==> src/rtl/clock_pkg.sv <==
// Shared constants for the clock display: source indices, arbiter FSM states, blank code.
package clock_pkg;

  localparam int NUM_SRC = 3;

  localparam logic [1:0] SRC_SW   = 2'd0;
  localparam logic [1:0] SRC_TMR  = 2'd1;
  localparam logic [1:0] SRC_ALM  = 2'd2;
  localparam logic [1:0] SRC_NONE = 2'd3;

  localparam logic [3:0] BLANK = 4'hF;

  typedef enum logic {
    NORMAL = 1'b0,
    URGENT = 1'b1
  } state_t;

  // Highest-index set bit wins: alarm over timer over stopwatch.
  function automatic logic [1:0] top_pending(input logic [NUM_SRC-1:0] p);
    if (p[2])      return SRC_ALM;
    else if (p[1]) return SRC_TMR;
    else           return SRC_SW;
  endfunction

endpackage

==> src/rtl/display_scan.sv <==
// Four-digit multiplex scan: slot index advances on each 1 ms tick, wraps 3 -> 0.
// slot_an is the combinational active-low anode for the current slot.
module display_scan (
  input  logic       clk,
  input  logic       reset,
  input  logic       tick,
  output logic [1:0] scan,
  output logic [3:0] slot_an
);

  always_ff @(posedge clk or posedge reset) begin
    if (reset)     scan <= 2'd0;
    else if (tick) scan <= scan + 2'd1;
  end

  assign slot_an = ~(4'b0001 << scan);

endmodule

==> src/rtl/display_arbiter.sv <==
// Chooses which source drives the 4-digit display, latching urgent events and serving them
// highest-first with whole-display blink; all outputs registered one cycle after state/scan.
module display_arbiter
  import clock_pkg::*;
#(
  parameter int URGENT_TIMEOUT_S = 30,
  parameter int BLINK_HALF_MS    = 500
) (
  input  logic        clk,
  input  logic        reset,
  input  logic        tick_1ms,
  input  logic        tick_1hz,
  input  logic [1:0]  mode_sel,
  input  logic [15:0] src0_digits,
  input  logic [15:0] src1_digits,
  input  logic [15:0] src2_digits,
  input  logic [3:0]  src0_blink,
  input  logic [3:0]  src1_blink,
  input  logic [3:0]  src2_blink,
  input  logic [2:0]  urgent_req,
  input  logic        urgent_ack,
  output logic [3:0]  an,
  output logic [3:0]  digit_out,
  output logic [2:0]  grant,
  output logic        urgent_active,
  output logic [2:0]  pending
);

  localparam int SEC_W = $clog2(URGENT_TIMEOUT_S + 1);
  localparam int MS_W  = $clog2(BLINK_HALF_MS + 1);
  localparam logic [SEC_W-1:0] SEC_LAST  = SEC_W'(URGENT_TIMEOUT_S - 1);
  localparam logic [SEC_W-1:0] SEC_MAX   = SEC_W'(URGENT_TIMEOUT_S);
  localparam logic [MS_W-1:0]  MS_RELOAD = MS_W'(BLINK_HALF_MS);

  state_t               state, state_n;
  logic [1:0]           served, served_n;
  logic [NUM_SRC-1:0]   req_q, rise, pending_n, served_mask;
  logic [SEC_W-1:0]     sec_cnt, sec_cnt_n;
  logic [MS_W-1:0]      ms_cnt, ms_cnt_n, ms_inc;
  logic                 phase_on, phase_on_n;
  logic                 enter, leave, timeout;
  logic [1:0]           scan;
  logic [3:0]           slot_an;
  logic [1:0]           disp_src;
  logic [15:0]          disp_digits;
  logic [3:0]           disp_blink;
  logic                 blank;

  display_scan u_scan (
    .clk     (clk),
    .reset   (reset),
    .tick    (tick_1ms),
    .scan    (scan),
    .slot_an (slot_an)
  );

  assign rise        = urgent_req & ~req_q;
  assign served_mask = NUM_SRC'(1) << served;
  assign timeout     = tick_1hz && (sec_cnt == SEC_LAST);
  assign leave       = (state == URGENT) && (urgent_ack || timeout);

  // Exit and re-entry share one edge so a queued event is served without a NORMAL gap.
  always_comb begin
    state_n   = state;
    served_n  = served;
    pending_n = pending | rise;
    enter     = 1'b0;
    case (state)
      NORMAL: begin
        if (pending != '0) begin
          state_n  = URGENT;
          served_n = top_pending(pending);
          enter    = 1'b1;
        end
      end
      URGENT: begin
        if (leave) begin
          pending_n = (pending & ~served_mask) | rise;
          if (pending_n != '0) begin
            served_n = top_pending(pending_n);
            enter    = 1'b1;
          end else begin
            state_n = NORMAL;
          end
        end
      end
      default: state_n = NORMAL;
    endcase
  end

  // Blink phase free-runs in NORMAL and restarts in the on phase at every urgent entry.
  always_comb begin
    sec_cnt_n  = sec_cnt;
    ms_cnt_n   = ms_cnt;
    phase_on_n = phase_on;
    ms_inc     = ms_cnt + MS_W'(1);
    if (enter) begin
      sec_cnt_n  = '0;
      ms_cnt_n   = '0;
      phase_on_n = 1'b1;
    end else begin
      if ((state == URGENT) && tick_1hz && (sec_cnt != SEC_MAX))
        sec_cnt_n = sec_cnt + SEC_W'(1);
      if (tick_1ms) begin
        if (ms_inc == MS_RELOAD) begin
          ms_cnt_n   = '0;
          phase_on_n = ~phase_on;
        end else begin
          ms_cnt_n = ms_inc;
        end
      end
    end
  end

  always_comb begin
    disp_src = (state_n == URGENT) ? served_n : mode_sel;
    case (disp_src)
      SRC_SW:  begin disp_digits = src0_digits; disp_blink = src0_blink; end
      SRC_TMR: begin disp_digits = src1_digits; disp_blink = src1_blink; end
      SRC_ALM: begin disp_digits = src2_digits; disp_blink = src2_blink; end
      default: begin disp_digits = {4{BLANK}};  disp_blink = 4'b0000;    end
    endcase
    if (state_n == URGENT)
      blank = ~phase_on_n;
    else
      blank = (disp_src == SRC_NONE) || (~phase_on_n && disp_blink[scan]);
  end

  always_ff @(posedge clk or posedge reset) begin
    if (reset) begin
      state         <= NORMAL;
      served        <= SRC_SW;
      req_q         <= '0;
      pending       <= '0;
      sec_cnt       <= '0;
      ms_cnt        <= '0;
      phase_on      <= 1'b1;
      an            <= 4'b1111;
      digit_out     <= BLANK;
      grant         <= 3'b000;
      urgent_active <= 1'b0;
    end else begin
      state         <= state_n;
      served        <= served_n;
      req_q         <= urgent_req;
      pending       <= pending_n;
      sec_cnt       <= sec_cnt_n;
      ms_cnt        <= ms_cnt_n;
      phase_on      <= phase_on_n;
      an            <= blank ? 4'b1111 : slot_an;
      digit_out     <= blank ? BLANK : disp_digits[{scan, 2'b00} +: 4];
      grant         <= (disp_src == SRC_NONE) ? 3'b000 : (3'b001 << disp_src);
      urgent_active <= (state_n == URGENT);
    end
  end

endmodule

==> config.mk <==
export PLATFORM = sky130hd
export DESIGN_NAME = display_arbiter
export DESIGN_NICKNAME = d
export VERILOG_FILES = /design/src/rtl/clock_pkg.sv /design/src/rtl/display_scan.sv /design/src/rtl/display_arbiter.sv
export SDC_FILE = /design/constraint.sdc
export NUM_CORES = 1
export LEC_CHECK = 0
export BUFFER_PORTS_ARGS = -buffer_cell sky130_fd_sc_hd__buf_2
export CAP_MARGIN = 0
export CORE_ASPECT_RATIO = 1.75
export CORE_MARGIN = 5
export CORE_UTILIZATION = 46
export CTS_CLUSTER_DIAMETER = 200
export DETAILED_ROUTE_END_ITERATION = 16
export GPL_TIMING_DRIVEN = 0
export HOLD_SLACK_MARGIN = 0.12
export PLACE_DENSITY = 0.79
export SYNTH_ARGS = -nofsm -noshare
export SYNTH_HDL_FRONTEND = slang
export SYNTH_HIERARCHICAL = 1
export SYNTH_SLANG_ARGS = --single-unit
export TNS_END_PERCENT = 1
==> constraint.sdc <==
create_clock -name clk -period 2.6 [get_ports clk]
set_input_delay 0.26 -clock clk [delete_from_list [all_inputs] [get_ports clk]]
set_output_delay 0.26 -clock clk [all_outputs]
set_load 0.01 [all_outputs]
# Word level (Yosys, flattened, before mapping)
# Cells that the tools add are included.
# W data, S select, Z words.
# word_totals
n_memories	0
mem_bits_ro	0
out_inout_bits	15
regBits	37
latch_bits	0
input_bits	70
mem_bits_rw	0
# op_classes
addsub	3
div_mod_pow	0
mux	33
reduce_logical	12
shift	4
n_bitwise	10
mul	0
order_cmp	1
eq_ne	6
# op_table
op	n
$pmux W16 S3	1
$mux W9	3
$shiftx A16 B5 Y4	1
$mux W2	6
$pmux W4 S3	1
$mux W1	11
$mux W5	2
$add A9 B1 Y9 const B	1
$eq A9 B9 Y1 const B	1
$mux W3	3
$mux W4	2
$and A3 B3 Y3	2
$not A3 Y3	2
$or A3 B3 Y3	2
$reduce_bool A3 Y1	2
$shl A1 B2 Y3 const A	2
$add A5 B1 Y5 const B	1
$eq A5 B5 Y1 const B	1
$logic_and A1 B1 Y1	5
$ne A5 B5 Y1 const B	1
$eq A2 B2 Y1 const B	2
$not A4 Y4	1
$pmux W1 S2	2
$pmux W2 S2	1
9 further kinds	13

# Longest topological paths before layout
# Gate-level depths: netlist of run 1.
# logic_depth
depth_word	18
depth_mapped	12
mapped_depth_nobuf	11

# Hierarchy
# The synthesis of run 1 kept the hierarchy.
# by_module_without_submodules
mod	cells_per_inst	instances	seq_area_each_um2	area_per_inst_um2
display_arbiter	290	1	887.1	2442.3
display_scan	15	1	50.0	150.1

# Least setup slack after synthesis of run 1
# No wires, ideal clock.
# synth_timing
path_kind	reg2reg
from	register sec_cnt[0]
to	register digit_out[0]
setup_ps	101
arrival_ps	2498
setup_slack_ps	1
required_time_ps	2499
stages_incl_launch_ff	11
n_path_buf	1
cell_sequence	dfrtp_1 > ha_1 > and3_1 > a21oi_1 > mux2i_1 > a311o_1 > buf_4 > nand2_4 > a41o_1 > o221ai_2 > o2111ai_1
# synth_between
elab_chain_cells	15
# synth_rtl
element	line	text
start: declaration	display_arbiter.sv:38	logic [SEC_W-1:0] sec_cnt, sec_cnt_n;
start signal: assignment	display_arbiter.sv:147	sec_cnt <= sec_cnt_n;
$eq A5 B5 Y1 *	display_arbiter.sv:59	assign timeout = tick_1hz && (sec_cnt == SEC_LAST);
$logic_and A1 B1 Y1 *	display_arbiter.sv:59	
$logic_or A1 B1 Y1 *	display_arbiter.sv:60	assign leave = (state == URGENT) && (urgent_ack || timeout);
$logic_and A1 B1 Y1 *	display_arbiter.sv:60	
$mux W2 or $mux W1 (tied branches)	display_arbiter.sv:77	if (leave) begin
$pmux W2 S2 or $pmux W1 S2 (tied branches)	display_arbiter.sv:68	case (state)
$mux W2	display_arbiter.sv:116	disp_src = (state_n == URGENT) ? served_n : mode_sel;
$eq A2 B2 Y1, or another cell as far along	display_arbiter.sv:117	case (disp_src)
$pmux W4 S3	display_arbiter.sv:117	
$bmux W1 S2	display_arbiter.sv:126	blank = (disp_src == SRC_NONE) || (~phase_on_n && disp_blink[scan]);
$mux W1 (implied by the code)	display_arbiter.sv:126	
$logic_and A1 B1 Y1	display_arbiter.sv:126	
$logic_or A1 B1 Y1	display_arbiter.sv:126	
$mux W1	display_arbiter.sv:123	if (state_n == URGENT)
$mux W4 *	display_arbiter.sv:151	digit_out <= blank ? BLANK : disp_digits[{scan, 2'b00} +: 4];
end signal: assignment	display_arbiter.sv:151	
end: declaration	display_arbiter.sv:23	output logic [3:0] digit_out,
# Mark *: on every way between the ends. The rest lies on a longest branch, timed or not. The select of a mux whose other input is x is not followed.
# A chain may end at the register's enable or synchronous reset.

# Worst setup path after layout of run 1
# layout_timing
from	register sec_cnt[1]
to	register digit_out[3]
# Same word-level chain as after synthesis.

==> run_results.csv, run 1 <==
group,metric,value,unit
outcome,status,"finished with violations",
outcome,violations,"setup timing",
placed_design,dpl.hpwl,5930,um
sta,worst_slew_pin_slew,738,ps
sta,tns,-16.5,ps
drt,wire_per_inst,16.3,um
global_routing,grt_pass1_vias,2763,
layout,nNetsFinal,488,
sta,skew,5.14,ps
synthesis,synthArstFlopShare,100,%
drt,drt-met1-wl,3000,um
layout,syn_to_final_growth,33.0,%
min_path,hold_class,"in -> reg",
min_path,hold_start,"tick_1ms",
pwr,swShare,43.1,%
clocking,max-clock-path-buffers,2,
sta,rsz0062_at_grt,"true",
pwr,p_int,1.88,mW
setup_path,reg2reg_slack,-20,ps
drt,met2_length,4170,um
placed_design,gp_congestion,0.878,
clocking,clock_latency,290,ps
synthesis,ys_seq_elements,37,
drt,drc,0,
drt,met3RoutedLength,464,um
layout,antenna_cells,0,
min_path,hold_path_depth,2,
global_routing,grt_usage,22.4,%
floorplanning,fp-row-count,36,
sta,fin_ws,-16.5,ps
drt,ant_nets,0,
drt,vias_per_cell,5.66,
synthesis,ys_seq_area_share,36.1,%
drt,drtIter0Drc,195,
sta,final_hold_viol_count,0,
sta,final.min_clock_period,2620,ps
clocking,clock-sinks,37,
sta,setup_viol,1,
global_routing,grt_overflow,0,
sta,slew_headroom,50.7,%
setup_path,cp-end-kind,"register",
floorplanning,start_util,46.8,%
clocking,cts_tree,"yes",
clocking,root_buffer,"clkbuf_8",
min_path,hold_end,"u_scan/scan[0]$_DFFE_PP0P_",
pwr,ir_worst_vdd,0.000498,V
setup_path,required,2790,ps
floorplanning,dieHeight,109,um
synthesis,synth_top_area_share,27.0,%
drt,dr.pass1.iters,4,
pwr,pwr-share-comb,57.4,%
synthesis,syn_nets,383,
setup_path,cp.arrival,2810,ps
floorplanning,die_area,7300,um2
synthesis,netlist.top_cell.by_area,"dfrtp_1",
synthesis,synth_area_leaders,"dfrtp_1 27%, dfstp_2 9.1%, o21ai_0 6.4%",
pwr,clock_power_share,15.4,%
synthesis,synthCells,305,
drt,vias,2758,
pwr,power,3.30,mW
placed_design,pre_cts_ws,-423,ps
sta,max_freq,382,MHz
setup_path,r2r-end,"digit_out[3]$_DFF_PP1_",
pwr,leakage,1.54,nW
sta,slew_violations,0,
synthesis,synthFlopType,"dfrtp_1",
job,cap_violations,0,
setup_path,rr_worst_depth,11,
floorplanning,io-pin-count,85,
placed_design,io_buffers,84,
clocking,path_clk_slew,80,ps
clocking,cts_buffers,5,
pwr,p_seq_share,27.2,%
synthesis,synth_warnings,6,
pwr,powerDensity,957,nW/um2
setup_path,r2r-start,"sec_cnt[1]$_DFFE_PP0P_",
pwr,switchingPower,1.42,mW
setup_path,path_max_fanout,6,
floorplanning,core_area,5540,um2
drt,wl,7940,um
synthesis,synthesis.area,2590,um2
synthesis,synth_edf_count,0,
global_routing,grt_first_pass_wirelength,12800,um
clocking,htreeDepth,2,
global_routing,grt_max_degree,36,
drt,highest_layer,"met4",
synthesis,synth.distinct_cells,53,
setup_path,path_class,"reg -> reg",
synthesis,syn_area_per_cell,8.50,um2
setup_path,critPathLaunchType,"register",
layout,drive_gt1_share,40.9,%
global_routing,antenna_found_initial,0,
floorplanning,die_x,66.8,um
layout,finalCoreUtilization,62.2,%
sta,fin_crit_sh,101,%
-- stage by stage --
step	area [um2]	hold slack [ps]	cells
after floorplan	2590	1.18	305
after global placement	3110	124	465
after detailed placement	3110	124	465
after CTS	3400	279	485
after global routing	3450	292	487
final	3450	294	487
-- repair_timing --
action	in CTS	in global routing
hold buffers	4	0
setup endpoints to repair	10	8
endpoints found under the hold margin	5	0
pin swaps	14	1
buffers inserted	8	2
gates resized for setup	23	9
-- sequential cells by signal, summed over array words and instances, names as in the netlist --
signal / count
ms_cnt: 9
state: 1
grant: 3
served: 2
pending: 3
phase_on: 1
digit_out: 4
sec_cnt: 5
an: 4
u_scan/scan: 2
req_q: 3
-- Yosys cell counts, drive strengths merged, types with 2 or more instances --
cell type  count
nor2b          5
nand2b         7
a22o           3
o211ai         3
a31o          12
nand3         28
nor2          25
o21ai         34
ha             8
and2           3
a311o          6
nand2         21
a41o           2
o22ai          8
xor2           5
dfstp          9
inv           19
a21oi         28
clkbuf         9
nor3           3
dfrtp         28
and3           6
o2111ai        5
buf            6
o31ai          2
nand4          5
-- worst max-delay path, cell delays in order (launching register included) --
cell and delay [ps]:
dfrtp_1 390, inv_1 60, ha_2 150, and3_4 200, a21oi_4 80, mux2i_4 200, a311oi_4 470, nor2_4 100
buf_4 150, a311o_1 330, o22ai_1 220, o2111ai_2 160
-- cell families (layout without fill, tap and decap cells) --
group,after synthesis,after routing,share of synthesized area [%]
compound gates,114,114,31.3
xor+xnor,6,6,2.03
fa+ha+maj,8,8,3.86
buf+inv,34,140,5.41
flops,37,37,36.1
mux,2,2,0.965
simple gates,104,104,20.3
-- how the worst max path moves through the flow --
stage,to,cells after the start,startpoint
floorplan,digit_out[0]$_DFF_PP1_,10,sec_cnt[0]$_DFFE_PP0P_
global placement,digit_out[3]$_DFF_PP1_,10,sec_cnt[0]$_DFFE_PP0P_
detailed placement,digit_out[3]$_DFF_PP1_,10,sec_cnt[0]$_DFFE_PP0P_
CTS,digit_out[3]$_DFF_PP1_,9,sec_cnt[0]$_DFFE_PP0P_
global route,digit_out[3]$_DFF_PP1_,10,sec_cnt[1]$_DFFE_PP0P_
finish,digit_out[3]$_DFF_PP1_,11,sec_cnt[1]$_DFFE_PP0P_
-- power groups by stage --
stage,combinational [mW],clock (mW),sequential [mW]
final,1.89,0.509,0.896
after global routing,2.07,0.549,0.916
after CTS,1.80,0.523,0.888
after detailed placement,1.64,0,0.898
after global placement,1.61,0,0.894
after floorplan,1.14,0,0.926
-- routing by layer --
| layer | up-vias | global-route usage, % |
|---|---|---|
| met5 | - | 0 |
| met4 | 0 | 11.0 |
| met3 | 23 | 3.78 |
| met2 | 97 | 40.8 |
| met1 | 1305 | 24.5 |
| li1 | 1333 | - |
-- layout make-up --
type	instances	area, um2
fillers	506	2090
plain buffers	15	81.3
clock inverters	3	46.3
clock buffers	5	68.8
multi-input cells	234	1610
repair buffers	98	536
inverters	19	71.3
well taps	76	95.1
flip-flops and latches	37	941
-- layout by cell type, fill, tap and decap left out, drive strengths merged, types with 2 or more instances in the layout --
master and count:
o22ai 8, dfrtp 28, nand2b 7, xor2 5, nor2b 5, nand3 28
dfstp 9, buf 100, nor2 25, and2 3, o2111ai 5, a21oi 28
o21ai 34, and3 6, nand4 5, o211ai 3, clkbuf 14, nor3 3
ha 8, a31o 12, inv 19, a41o 2, nand2 21, a311o 6
dlygate4sd3 4, a22o 3, o31ai 2
No activity file was read; power rests on OpenSTA's default activity.
==> run 2, diff against run 1 <==
Settings changed: ABC_AREA set to 1, HOLD_SLACK_MARGIN 0.12 to unset.
==> run 2 against run 1 <==
Against the previous run:
- the flow now finishes without violations
- combinational power is 19% lower
- register-to-register slack gained 270 ps
- utilization down 3.6 points
- worst setup slack improved by 270 ps
- global-route usage fell by 3.8 points
- clock skew grew 2.8 ps
==> run_results.csv, run 2 <==
group,metric,value,unit
setup_path,path_class,"reg -> reg",
global_routing,grt_max_degree,36,
floorplanning,fp-row-count,36,
layout,largest_reg_flops,9,
setup_path,crit_buf_inv,2,
drt,drc,0,
sta,final_hold_viol_count,0,
setup_path,cp.arrival,2560,ps
sta,slew_violations,0,
job,cap_violations,0,
clocking,cts_buffers,5,
synthesis,syn_nets,446,
clocking,clock_latency,300,ps
setup_path,cpMostUsedCell,"nand2_1",
synthesis,netlist.top_cell.by_area,"dfrtp_1",
layout,seq_area,937,um2
setup_path,path_delay_family,"simple AND/OR/NAND/NOR gates",
layout,nNetsFinal,539,
sta,slew_headroom,61.7,%
synthesis,synth_area_leaders,"dfrtp_1 27%, nand2_1 17%, dfstp_2 9.2%",
clocking,htreeDepth,2,
synthesis,synth.distinct_cells,35,
setup_path,reg2reg_slack,250,ps
layout,reg.largest.list,"ms_cnt x9, sec_cnt x5",
sta,worst_slew_pin_slew,571,ps
placed_design,dp_cells,528,
sta,final.min_clock_period,2350,ps
layout,syn_to_final_growth,25.3,%
placed_design,dpl.hpwl,5390,um
setup_path,r2r-end,"digit_out[1]$_DFF_PP1_",
drt,drtIter0Drc,74,
placed_design,io_buffers,84,
clocking,cts_tree,"yes",
global_routing,grt_pass1_vias,2639,
floorplanning,io-pin-count,85,
synthesis,synth_most_common_cell,"nand2_1",
setup_path,slowest_stage,"dfrtp_1",
floorplanning,dieHeight,109,um
global_routing,grt_overflow,0,
min_path,hold_end,"req_q[1]$_DFF_PP0_",
layout,fillers,559,
synthesis,synth_edf_count,0,
drt,ant_nets,0,
min_path,hold_start,"urgent_req[1]",
pwr,leakage,1.75,nW
sta,fin_ws,251,ps
floorplanning,die_area,7240,um2
setup_path,critPathLaunchType,"register",
layout,final_common_cell,"nand2_1",
synthesis,synth_top_area_share,27.3,%
synthesis,synth_common_cells,"115 x nand2_1, 55 x inv_1, 40 x nand3_1",
setup_path,cp_cell_sequence,"inv_1 -> ha_1 -> nand2_1 -> nor2_2 -> a21boi_2 -> nor2_1 -> nor2_2 -> nand3_2 -> nand2_4 -> nor2_4 -> buf_2 -> nand2_1 -> nand4_1 -> nand3_1 -> nand2_1 -> nor2_1 -> nand3_1",
sta,fin_crit_sh,90.3,%
floorplanning,core_area,5500,um2
setup_path,worst_path_largest_cell_delay,390,ps
drt,wl,6510,um
layout,drive_gt1_share,29.4,%
min_path,hold_path_depth,1,
clocking,max-clock-path-buffers,2,
synthesis,synthFlopType,"dfrtp_1",
global_routing,antenna_found_initial,0,
clocking,path_clk_slew,70,ps
setup_path,cp-end-kind,"register",
setup_path,required,2810,ps
sta,tns,0,ps
drt,vias_per_cell,4.94,
setup_path,path_max_fanout,10,
global_routing,grt_usage,18.6,%
clocking,root_buffer,"clkbuf_8",
sta,rsz0062_at_grt,"false",
pwr,powerDensity,864,nW/um2
synthesis,syn_area_per_cell,6.98,um2
pwr,ir_worst_vdd,0.000515,V
clocking,postCtsSetupBuffers,0,
drt,vias,2656,
layout,multi_input_area,1340,um2
setup_path,r2r-start,"sec_cnt[1]$_DFFE_PP0P_",
min_path,hold_class,"in -> reg",
synthesis,synthesis.area,2570,um2
synthesis,ys_seq_area_share,36.5,%
layout,final_cell_mix,"115 x nand2_1, 85 x buf_2, 54 x inv_1",
sta,skew,7.95,ps
floorplanning,start_util,46.7,%
clocking,clock-sinks,37,
drt,wire_per_inst,12.1,um
drt,dr.pass1.iters,4,
placed_design,gp_congestion,0.882,
sta,max_freq,426,MHz
setup_path,rr_worst_depth,17,
synthesis,synthCells,368,
floorplanning,die_x,66.5,um
sta,setup_viol,0,
outcome,status,"completed",
synthesis,synthArstFlopShare,100,%
synthesis,synth_warnings,6,
layout,antenna_cells,0,
layout,largest-register,"ms_cnt",
placed_design,pre_cts_ws,237,ps
synthesis,ys_seq_elements,37,
layout,finalNonFillerCells,538,
global_routing,grt_first_pass_wirelength,10600,um
==> run 2: cell types whose count changed in the layout (fill, tap and decap cells not counted), sizes merged, moves of 9 or more <==
cell   previous run  this run
a31o             12         0
nor2             25        35
nand3            28        44
nand2            21       124
o21ai            34        14
buf             100        91
a21oi            28         1
inv              19        60
==> run 2: layer usage <==
metal | routed length (um) | GRT usage, % | vias to the layer above
met5 | 0 | 0 | -
met4 | 214 | 10.5 | 0
met3 | 340 | 2.47 | 16
met2 | 3670 | 36.1 | 83
met1 | 2290 | 18.1 | 1214
li1 | - | - | 1343
==> run 2: per-stage QoR <==
stage	instance area [um2]	util (%)	power (mW)	hold slack, ps
after floorplan	2570	-	1.96	1.18
after global placement	3080	56.1	2.34	132
after detailed placement	3080	56.1	2.38	135
after CTS	3190	58.1	2.81	77.1
after global routing	3220	58.6	3.03	81.1
final	3220	58.6	2.78	87.6
==> run 2: area by class of cell <==
class	count	share of cell area, %
clock inverter	2	0.428
inverter	62	7.31
sequential	37	29.1
buffer	7	1.90
tap	76	2.95
multi-input combinational	262	41.7
timing repair buffer	86	14.0
clock buffer	6	2.57
==> run 2: how the worst max path moves through the flow <==
| stage | startpoint | slack, ps | to | cells after the start |
|---|---|---|---|---|
| after CTS | ms_cnt[0]$_DFFE_PP0P_ | 210 | digit_out[0]$_DFF_PP1_ | 13 |
| after detailed placement | sec_cnt[1]$_DFFE_PP0P_ | 240 | digit_out[0]$_DFF_PP1_ | 19 |
| after global placement | sec_cnt[1]$_DFFE_PP0P_ | 250 | digit_out[0]$_DFF_PP1_ | 19 |
| after global routing | sec_cnt[1]$_DFFE_PP0P_ | 6 | digit_out[0]$_DFF_PP1_ | 18 |
| final | sec_cnt[1]$_DFFE_PP0P_ | 250 | digit_out[1]$_DFF_PP1_ | 17 |
| after floorplan | sec_cnt[1]$_DFFE_PP0P_ | 540 | digit_out[0]$_DFF_PP1_ | 19 |
==> run 2: kinds of logic (layout without fill, tap and decap cells) <==
logic type      count (synthesis)  count (layout)  share of synthesized area [%]
buf+inv                        69             163                           11.5
flops                          37              37                           36.5
simple gates                  221             221                           39.2
fa+ha+maj                       8               8                           3.90
xor+xnor                        7               7                           2.39
compound gates                 26              26                           6.53
==> run 2: timing repair <==
action | in CTS | in global routing
setup endpoints to repair | 0 | 8
hold buffers | 1 | 0
resized for setup | 0 | 2
hold endpoints to repair | 2 | 0
==> run 2: where the power goes <==
part | internal, mW | total, mW | switching, mW
registers | 0.747 | 0.839 | 0.0922
clock network | 0.214 | 0.418 | 0.203
logic | 0.573 | 1.53 | 0.952
total | 1.53 | 2.78 | 1.25
